File: src/rtl/mux21_pkg.sv
// mux21_pkg: shared types and constants for the mux21_sw select controller.
package mux21_pkg;
   typedef enum logic [1:0] {IDLE, G1, G2, DEAD} state_t;
   localparam logic SEL_IN1 = 1'b0;
   localparam logic SEL_IN2 = 1'b1;
   localparam int HOLD_DEF = 4;
   function automatic state_t g_of(input logic sel);
      return (sel == SEL_IN2) ? G2 : G1;
   endfunction
endpackage

File: src/rtl/mux21_hold_cnt.sv
// mux21_hold_cnt: grant-length counter; tc marks the last permitted cycle, then wraps to 0.
module mux21_hold_cnt #(
   parameter int HOLD = 4,
   localparam int CW = $clog2(HOLD)
) (
   input  logic clk,
   input  logic rst,
   input  logic clr,
   input  logic en,
   output logic tc
);
   logic [CW-1:0] cnt_q, cnt_d;
   always_comb begin
      tc = cnt_q == CW'(HOLD - 1);
      cnt_d = (clr | (en & tc)) ? '0 : en ? cnt_q + CW'(1) : cnt_q;
   end
   always_ff @(posedge clk) begin
      if (rst) cnt_q <= '0;
      else cnt_q <= cnt_d;
   end
endmodule

File: src/rtl/mux21_sel_arb.sv
// mux21_sel_arb: round-robin select for mux21_sw with bounded hold and a one-cycle
// dead time on every ctrl flip, so ctrl never moves while or as vld rises.
module mux21_sel_arb import mux21_pkg::*; #(
   parameter int HOLD = HOLD_DEF
) (
   input  logic clk,
   input  logic rst,
   input  logic req1,
   input  logic req2,
   output logic ctrl,
   output logic gnt1,
   output logic gnt2,
   output logic vld
);
   state_t state_q, state_d;
   logic ctrl_q, ctrl_d, last_q, last_d;
   logic win, own, oth, tc, in_g;
   mux21_hold_cnt #(.HOLD(HOLD)) u_cnt (
      .clk(clk),
      .rst(rst),
      .clr(state_d != state_q),
      .en(in_g),
      .tc(tc)
   );
   always_ff @(posedge clk) begin
      if (rst) begin
         state_q <= IDLE;
         ctrl_q  <= SEL_IN1;
         last_q  <= SEL_IN2;
      end else begin
         state_q <= state_d;
         ctrl_q  <= ctrl_d;
         last_q  <= last_d;
      end
   end
   always_comb begin
      state_d = state_q;
      ctrl_d = ctrl_q;
      in_g = (state_q == G1) | (state_q == G2);
      win = (req1 & req2) ? ~last_q : req2;
      own = (state_q == G1) ? req1 : req2;
      oth = (state_q == G1) ? req2 : req1;
      case (state_q)
         IDLE: if (req1 | req2) begin
            state_d = (win == ctrl_q) ? g_of(win) : DEAD;
            ctrl_d = win;
         end
         G1, G2: if (oth & (~own | tc)) begin
            state_d = DEAD;
            ctrl_d = ~ctrl_q;
         end else if (~own) state_d = IDLE;
         DEAD: state_d = ((ctrl_q == SEL_IN2) ? req2 : req1) ? g_of(ctrl_q) : IDLE;
         default: state_d = IDLE;
      endcase
      // round-robin memory follows whichever side was last granted
      last_d = ((state_d == G1 || state_d == G2) && state_d != state_q) ? (state_d == G2) : last_q;
   end
   always_comb begin
      ctrl = ctrl_q;
      gnt1 = state_q == G1;
      gnt2 = state_q == G2;
      vld = gnt1 | gnt2;
   end
endmodule

File: config.mk
export PLATFORM = sky130hd
export DESIGN_NAME = mux21_sel_arb
export DESIGN_NICKNAME = d
export VERILOG_FILES = /design/src/rtl/mux21_pkg.sv /design/src/rtl/mux21_hold_cnt.sv /design/src/rtl/mux21_sel_arb.sv
export SDC_FILE = /design/constraint.sdc
export NUM_CORES = 1
export LEC_CHECK = 0
export ABC_AREA = 1
export CAP_MARGIN = 20
export CORE_AREA = 4 4 41 43
export DETAILED_ROUTE_END_ITERATION = 16
export DIE_AREA = 0 0 45 47
export GPL_ROUTABILITY_DRIVEN = 0
export PLACE_DENSITY = 0.7
export SYNTH_ARGS = -nofsm -noshare
export SYNTH_HDL_FRONTEND = slang
export SYNTH_SLANG_ARGS = --single-unit
File: constraint.sdc
create_clock -name clk -period 3.8 [get_ports clk]
set_clock_uncertainty 0.2 [all_clocks]
set_input_delay 0.76 -clock clk [delete_from_list [all_inputs] [get_ports clk]]
set_output_delay 0.76 -clock clk [all_outputs]
set_load 0.005 [all_outputs]
* Word-level counts from Yosys, hierarchy flattened
Index checks and enable logic that the tools add are counted.
** Word-level totals
- Register bits :: 6
- Input bits :: 4
- Word-level logic and storage cells :: 47
** Operators by class
- Add/sub/neg operators :: 1
- Eq/ne operators :: 10
- Multiplexer cells :: 15
- Bitwise gates (word level) :: 10
- Reduce and logical (&&, ||, !) cells :: 7
** Operator list (number)
- two-way mux 2 bit :: 7
- == test 2 bit, second input constant :: 4
- two-way mux 1 bit :: 6
- case mux 2 bit (3 select lines) :: 1
- == test 2 x 1 -> 1 bit, second input constant :: 2
- != test 2 bit, second input constant :: 2
- bitwise OR 1 bit :: 4
- OR reduction 2 bit :: 2
- bitwise AND 1 bit :: 3
- NOT 1 bit :: 3
- AND reduction 3 bit :: 1
- adder 2 x 1 -> 2 bit, second input constant :: 1
- logical NOT 2 bit :: 1
- != test 2 bit :: 1
- case mux 1 bit (2 select lines) :: 1
- nonzero test 2 bit :: 1
- == test 1 bit :: 1
- logical AND 1 bit :: 1
- logical OR 1 bit :: 1

* Logic depth before layout (Yosys ltp)
Gate-level depths: netlist of run 1.
- Depth in word-level cells :: 10
- Mapped depth :: 16
- Gate-level depth less buffers :: 16

* Modules after synthesis
A second synthesis of run 1 with hierarchy kept.
** Second synthesis, totals
- Cell total of the unflattened synthesis :: 91
- Area, all modules :: 560.5 sq um
** By module, submodules not included
- mux21_sel_arb :: times used 1, cells an instance 73, area an instance 451.7 sq um, seq. area each 80.1 sq um
- mux21_hold_cnt :: times used 1, cells an instance 18, area an instance 108.9 sq um, seq. area each 40.0 sq um

* Worst setup path before layout of run 1
No wires, ideal clock.
- Path type :: register to register
- Start point :: reg state_q[1]
- End point :: reg last_q
- Setup time :: 0.117 ns
- Arrival time :: 1.723 ns
- Setup slack :: 1.760 ns
- Stages on the path, launching flop included :: 16
- Path buffers :: 0
- Cells stage by stage :: dfxtp_1 > inv_1 > ha_1 > nand2_1 > nand3_2 > nand2_2 > nand2_1 > nand2_1 > nand2_2 > nand2_2 > inv_1 > ha_1 > inv_1 > nand2_1 > nand2_1 > nand3_2
** Between the ends
- Word-level cells in the longest chain between the ends :: 10
** Ends and longest elaborated chain
- start: declaration :: line mux21_sel_arb.sv:15 : state_t state_q, state_d;
- start signal: assignment :: line mux21_sel_arb.sv:31 : state_q <= state_d;
- == test 2 x 1 -> 1 bit *
- net gnt1 :: line mux21_sel_arb.sv:11 : output logic gnt1,
- two-way mux 1 bit :: line mux21_sel_arb.sv:41 : own = (state_q == G1) ? req1 : req2;
- NOT 1 bit
- bitwise OR 1 bit :: line mux21_sel_arb.sv:48 : G1, G2: if (oth & (~own | tc)) begin
- bitwise AND 1 bit :: line mux21_sel_arb.sv:48
- two-way mux 2 bit :: line mux21_sel_arb.sv:48
- case mux 2 bit (3 select lines) * :: line mux21_sel_arb.sv:43 : case (state_q)
- net state_d[1] :: line mux21_sel_arb.sv:15
- == test 2 x 1 -> 1 bit or == test 2 bit (tied branches) :: line mux21_sel_arb.sv:56 : last_d = ((state_d == G1 || state_d == G2) && state_d != state_q) ? (state_d == G2) : last_q;
- logical OR 1 bit :: line mux21_sel_arb.sv:56
- logical AND 1 bit :: line mux21_sel_arb.sv:56
- end signal: assignment :: line mux21_sel_arb.sv:33 : last_q <= last_d;
- end: declaration :: line mux21_sel_arb.sv:16 : logic ctrl_q, ctrl_d, last_q, last_d;
Mark *: on every way through the listed nets, which the timed path passes. The rest lies on a longest branch.
A chain may end at the register's enable or synchronous reset.

* Worst setup path after layout of run 1
- Start point :: reg state_q[0]
- End point :: out vld
** Between the ends
- Word-level cells in the longest chain between the ends :: 2
** Ends and longest elaborated chain
- == test 2 x 1 -> 1 bit or == test 2 bit (tied branches) :: line mux21_sel_arb.sv:60, mux21_sel_arb.sv:61
- bitwise OR 1 bit * :: line mux21_sel_arb.sv:62 : vld = gnt1 | gnt2;
- end: declaration :: line mux21_sel_arb.sv:13 : output logic vld
Mark *: on every way between the ends. The rest lies on a longest branch, timed or not.

==> metrics.txt, run 1 <==
outcome=completed; cells along the critical path=inv_1 > ha_1 > clkdlybuf4s50_1; Total GRT Usage=12.4%; number of vias per cell=4.74; fin util=50.4%; syn_nets=94; Post-DP HPWL=866 µm; largest net degree at the start of global routing=10; final global-route overflow total=0; final setup vio count=0; Die X-Extent=45 µm; row cnt=13; register bit total from synthesis=6; Critical Path AT=1.90 ns; Starting Density=42.9%; sequential fraction of the synthesis area=21.5%; Hold Crit Class=flop to flop; Netlist cell types=18; Inst Count DP=104; Final WS setup=0.936 ns; Final Critical Period=2.86 ns; CP max-delay cell=clkdlybuf4s50_1; first-pass GRT wire length=1900 µm; initial antenna violation count=0; Ys Warns=0; unrepaired setup endpoints after global routing=no; Reg clk slew, reported paths=0.04 ns; proportion of layout cells with a drive suffix above 1=19.6%; cts hold-fix bufs=0; n_diodes=0; Avg WL per Cell=9.75 µm; startpoint types=flop; r2r setup slk=1.57 ns; Area Overhead vs Synth=17.5%; largest fanout on the critical path=9; MaxCap Viol Count=0; Fill cells=149; worst stage delay on the critical path=0.57 ns; Bufs on Longest Clock Path=2; Die ar.=2120 µm²; Die Span Y=47 µm; P_leak=0.338 nW; Clock Tree Root=clkbuf_4; insertion delay to the later sink of the worst-skew pair=0.24 ns; Placeable Area=1300 µm²; Nets=105; final hold vios=0; final std cells w/o fill=107; storage element area=120 µm²; CP Capture Type=output pin; Worst-Margin Slew=0.323 ns; setup bufs post-CTS=0; Vias=507; post-route ant nets=0; Buf/Inv on CP=2; CP required=2.84 ns; Max-Slew Margin vs Limit=78.4%; WHS=0.277 ns; Synth Instances=83; critical path type=flop to output pin; First DRT Iteration DRCs=4; Mapped Area=558 µm²; delay-heaviest family, CP=buffers and inverters; Routed WL=1040 µm; final max-slew violation count=0; Resize count post-CTS=0; Placement Setup Slack=1.07 ns; port bufs=7; Detailed Routing Iterations Pass 1=3; Num CTS Buffers=3; final period utilization=75.4%; Peak VDD IR=0.472 mV; htree depth=1; Power Dens Cells=915 nW/µm²; CTS tree=built; Ports=8; clk sinks=6; FMAX=349 MHz; vias in the first global route=469; Post-Route Setup TNS=0 ns; area of the multi-input gates=372 µm²; DRC=0; Mean Syn Cell Area=6.72 µm²
==> metrics by stage <==
stage	cell area, µm²	power [mW]
floorplan	558	0.461
global placement	633	0.541
detailed placement	633	0.551
CTS	656	0.609
global route	656	0.681
finish	656	0.600
==> state kept, by name (all words and copies together) (netlist names) <==
| register | count |
|---|---|
| state_q | 2 |
| u_cnt.cnt_q | 2 |
| ctrl | 1 |
| last_q | 1 |
==> cell families after synthesis <==
logic type | after synthesis | share of synthesized area [%]
XOR/XNOR | 1 | 1.57
flip-flops | 6 | 21.5
adder cells (fa/ha/maj) | 7 | 15.7
buffers and inverters | 15 | 11.9
AO/OA/AOI/OAI | 9 | 8.30
multiplexers | 1 | 1.79
AND/OR/NAND/NOR | 44 | 39.2
==> power by group <==
group	switching (mW)	internal (mW)	leakage, nW
logic	0.247	0.183	0.275
clock network	0.0200	0.0355	0.0138
registers	0.0286	0.0867	0.0495
==> routing by layer <==
metal  GRT usage, %  share of wire (%)
met1           14.2                 48
met2           21.8                 47
met3           5.75                4.9
met4           1.75                  0
met5              0                  0
==> layout by cell type (no fill, tap or decap), types with 2 or more instances in the layout <==
cell and n:
a21oi_1 3, clkbuf_4 3, clkdlybuf4s50_1 7, dfxtp_1 6, ha_1 7, inv_1 11, inv_2 3, nand2_1 20
nand2_2 9, nand3_1 7, nand3_2 2, nor2_1 4, o21ai_0 3, o21ai_1 2
==> worst paths after layout <==
| path | end | from | depth (start not counted) |
|---|---|---|---|
| setup / recovery | vld | state_q[0] | 3 |
| hold / removal | last_q | last_q | 2 |
| setup reg to reg | last_q | state_q[1] | 15 |
| hold reg to reg | last_q | last_q | 2 |
==> worst min-delay path, cell delays in order (launching register included) <==
cell	delay [ns]
dfxtp_1	0.33
nand2_1	0.07
nand3_2	0.05
==> cell usage after synthesis <==
cell type	instances	area, µm²
nor2_1	4	15.0
o21ai_0	3	15.0
nand4_1	1	6.26
nand2_4	1	11.3
nand3_1	7	35.0
o22ai_1	1	6.26
o21ai_1	2	10.0
inv_1	11	41.3
mux2i_1	1	10.0
inv_2	3	11.3
a21oi_1	3	15.0
nand2_2	9	56.3
dfxtp_1	6	120
nand2_1	20	75.1
ha_1	7	87.6
nand3_2	2	20.0
xnor2_1	1	8.76
clkbuf_8	1	13.8
==> area by class of cell <==
| type | count | share of cell area, % |
|---|---|---|
| multi-input combinational | 62 | 56.7 |
| inverter | 14 | 8.02 |
| timing repair buffer | 7 | 10.7 |
| tap | 15 | 2.86 |
| sequential | 6 | 18.3 |
| clock buffer | 3 | 3.44 |
(Power assumes the default switching activity.)
==> inputs of run 2 (changes only) <==
- clock period: 3.8 -> 2.7 ns (I/O delays scaled with it)
==> metrics.txt, run 2 (same netlist as run 1, synthesis figures left out) <==
final std cells w/o fill=108; Hold Crit Class=flop to flop; final global-route overflow total=0; Net Switching=0.423 mW; Detailed Routing Iterations Pass 1=2; r2r setup slk=0.47 ns; Ports=8; MaxCap Viol Count=0; post-route ant nets=0; Clock Tree Root=clkbuf_4; setup bufs post-CTS=0; Nets=106; Num CTS Buffers=3; Die X-Extent=45 µm; insertion delay to the later sink of the worst-skew pair=0.24 ns; Die Span Y=47 µm; Fill cells=141; Placement Setup Slack=0.199 ns; vias in the first global route=485; most common cell after layout, fill and taps aside=nand2_1; Final WS setup=0.330 ns; area of the multi-input gates=372 µm²; combinational power share=72.3%; final max-slew violation count=0; Worst-Margin Slew=0.252 ns; Die ar.=2120 µm²; cts hold-fix bufs=0; port bufs=7; Sw Share=48.9%; htree depth=1; final hold vios=0; Post-DP HPWL=863 µm; Area Overhead vs Synth=18.8%; Bufs on Longest Clock Path=2; critical path type=flop to output pin; DRC=0; proportion of layout cells with a drive suffix above 1=20.4%; final setup vio count=0; Placeable Area=1300 µm²; Reg clk slew, reported paths=0.04 ns; Post-Route Setup TNS=0 ns; CTS tree=built; cells along the critical path=inv_1 > ha_1 > clkdlybuf4s50_1; Clk pwr share=9.2%; Vias=511; Inst Count DP=105; Flop pwr share=18.5%; first-pass GRT wire length=1930 µm; Avg WL per Cell=9.56 µm; number of vias per cell=4.73; worst stage delay on the critical path=0.50 ns; startpoint types=flop; Total GRT Usage=12.7%; initial antenna violation count=0; largest net degree at the start of global routing=9; clk sinks=6; FMAX=422 MHz; Power Dens Cells=1300 nW/µm²; Post-DP Area=641 µm²; P_leak=0.343 nW; most frequent cells in the layout=nand2_1, inv_1, nand2_2; largest fanout on the critical path=7; unrepaired setup endpoints after global routing=no; Starting Density=42.9%; Max-Slew Margin vs Limit=83.2%; Peak VDD IR=0.777 mV; Critical Path AT=1.63 ns; fin area=663 µm²; CP max-delay cell=clkdlybuf4s50_1; row cnt=13; Routed WL=1030 µm; Final Critical Period=2.37 ns; storage element area=120 µm²; Int Power=0.442 mW; CP required=1.96 ns; final period utilization=87.8%; CP Capture Type=output pin; outcome=completed; Resize count post-CTS=0; First DRT Iteration DRCs=9; Top Registers=state_q: 2 flops, u_cnt.cnt_q: 2 flops; n_diodes=0
[run 2: routing by layer]
layer  global-route usage [%]  routed length, µm  part of all wire [%]  vias up
met5                        0                  0                     0        -
met4                     1.75                  0                     0        0
met3                     7.28                 60                   5.8        0
met2                     20.1                457                    44        8
met1                     15.3                513                    50      221
li1                         -                  -                     -      282
[run 2: layout make-up]
class | count | area share, %
flip-flops and latches | 6 | 18.1
multi-input cells | 62 | 56.0
well taps | 15 | 2.83
repair buffers | 8 | 11.7
inverters | 14 | 7.92
clock buffers | 3 | 3.40
[run 2: path summary, 6_finish.rpt]
check / to / depth (start not counted) / start
worst min register to register: last_q / 2 / last_q
worst max register to register: last_q / 15 / state_q[1]
worst max-delay path: vld / 3 / state_q[0]
worst min-delay path: last_q / 2 / last_q
[run 2: critical path, delay by kind of cell, from the launching register on]
family	cells	cell delay (ns)
adder cells (fa/ha/maj)	1	0.32
flip-flops	1	0.45
buffers and inverters	2	0.63
[run 2: power by group through the flow]
stage	sequential, mW	clock, mW	combinational [mW]
after global placement	0.162	0	0.614
after floorplan	0.152	0	0.497
after detailed placement	0.163	0	0.627
after global routing	0.168	0.0943	0.716
final	0.160	0.0796	0.625
after CTS	0.162	0.0853	0.630
[run 2: through the flow]
step | hold slack [ns] | util (%) | power (mW)
2_1_floorplan | 0.234 | - | 0.649
3_3_place_gp | 0.268 | 49.2 | 0.776
3_5_place_dp | 0.271 | 49.2 | 0.790
4_1_cts | 0.284 | 51.0 | 0.876
5_1_grt | 0.311 | 51.0 | 0.978
6_report | 0.279 | 51.0 | 0.864
==> inputs of run 3 (changes only) <==
- CTS_BUF_LIST: not set -> sky130_fd_sc_hd__clkbuf_8
==> metrics.txt, run 3 (same netlist as run 1, synthesis figures left out) <==
outcome=completed; Avg WL per Cell=9.74 µm; Buf/Inv on CP=2; cts hold-fix bufs=0; Nets=106; CP max-delay cell=clkdlybuf4s50_1; Top Registers=state_q: 2 flops, u_cnt.cnt_q: 2 flops; Ports=8; n_diodes=0; worst stage delay on the critical path=0.50 ns; Placeable Area=1300 µm²; htree depth=1; Sw Share=46.8%; startpoint types=flop; final setup vio count=0; Max-Slew Margin vs Limit=83.6%; number of vias per cell=4.75; largest fanout on the critical path=7; Cells on Worst Hold Path=2; first-pass GRT wire length=1910 µm; Placement Setup Slack=0.199 ns; Hold Crit Class=flop to flop; Bufs on Longest Clock Path=2; beginning of the worst hold path=last_q; unrepaired setup endpoints after global routing=no; clk sinks=6; final global-route overflow total=0; First DRT Iteration DRCs=7; insertion delay to the later sink of the worst-skew pair=0.22 ns; final max-slew violation count=0; Critical Path AT=1.60 ns; P_leak=0.351 nW; vias in the first global route=485; proportion of layout cells with a drive suffix above 1=20.4%; total chip power=0.915 mW; Die X-Extent=45 µm; FF-to-FF path depth=15; final hold vios=0; final std cells w/o fill=108; critical path type=flop to output pin; Reg-to-Reg End=last_q; Post-DP Area=641 µm²; Hold EP=last_q; post-route ant nets=0; Routed WL=1050 µm; Post-Route Setup TNS=0 ns; delay-heaviest family, CP=buffers and inverters; setup bufs post-CTS=0; MaxCap Viol Count=0; Worst-Margin Slew=0.246 ns; Area Overhead vs Synth=22.2%; Final WS setup=0.359 ns; Starting Density=42.9%; most frequent cells in the layout=nand2_1, inv_1, nand2_2; initial antenna violation count=0; Die ar.=2120 µm²; Total GRT Usage=12.4%; Num CTS Buffers=3; Flop pwr share=17.5%; combinational power share=68.3%; fin area=682 µm²; row cnt=13; Clk pwr share=14.3%; Resize count post-CTS=0; port bufs=7; Detailed Routing Iterations Pass 1=4; FMAX=427 MHz; Vias=513; Inst Count DP=105; fin util=52.4%; CP Capture Type=output pin; grt met3 use=6.13%; worst r2r src=state_q[1]; Clock Tree Root=clkbuf_8; DRC=0; Int Power=0.487 mW; cells along the critical path=inv_1 > ha_1 > clkdlybuf4s50_1; Net Switching=0.428 mW; Post-DP HPWL=863 µm; WHS=0.277 ns; most common cell after layout, fill and taps aside=nand2_1; CTS tree=built; GR peak layer=met2; Final Critical Period=2.34 ns; Power Dens Cells=1340 nW/µm²; largest net degree at the start of global routing=9; Peak VDD IR=0.775 mV; r2r setup slk=0.47 ns; grt met1 use=15.3%; Reg clk slew, reported paths=0.04 ns; routing usage on met2=20.1%; CP required=1.96 ns; final period utilization=86.7%; Die Span Y=47 µm
[run 3: layout make-up]
type	count	area, µm²
flip-flops and latches	6	120
clock buffers	3	41.3
repair buffers	8	77.6
well taps	15	18.8
fillers	140	619
multi-input cells	62	372
inverters	14	52.6
[run 3: layer usage]
layer / wire, µm / vias up / share of wire, %
met2: 458 / 12 / 44
li1: - / 282 / -
met4: 0 / 0 / 0
met1: 520 / 219 / 49
met5: 0 / - / 0
met3: 73 / 0 / 6.9
[run 3: power by group through the flow]
stage | combinational (mW) | clock, mW | sequential [mW]
final | 0.625 | 0.131 | 0.160
after global placement | 0.614 | 0 | 0.162
after floorplan | 0.497 | 0 | 0.152
after CTS | 0.630 | 0.136 | 0.162
after detailed placement | 0.627 | 0 | 0.163
after global routing | 0.716 | 0.142 | 0.168
[run 3: worst register-to-register path, delay by kind of cell (launching register included)]
kind / cells / cell delay (ns)
AND/OR/NAND/NOR: 10 / 0.68
buffers and inverters: 3 / 0.25
flip-flops: 1 / 0.44
adder cells (fa/ha/maj): 2 / 0.55
[run 3: worst max path at each step]
stage | to | cells after the start | slack [ns] | from
after floorplan | last_q | 15 | 0.66 | state_q[1]
after detailed placement | last_q | 15 | 0.20 | req1
after global placement | last_q | 15 | 0.22 | req1
after global routing | vld | 3 | 0.23 | state_q[0]
after CTS | vld | 3 | 0.33 | state_q[0]
final | vld | 3 | 0.36 | state_q[0]
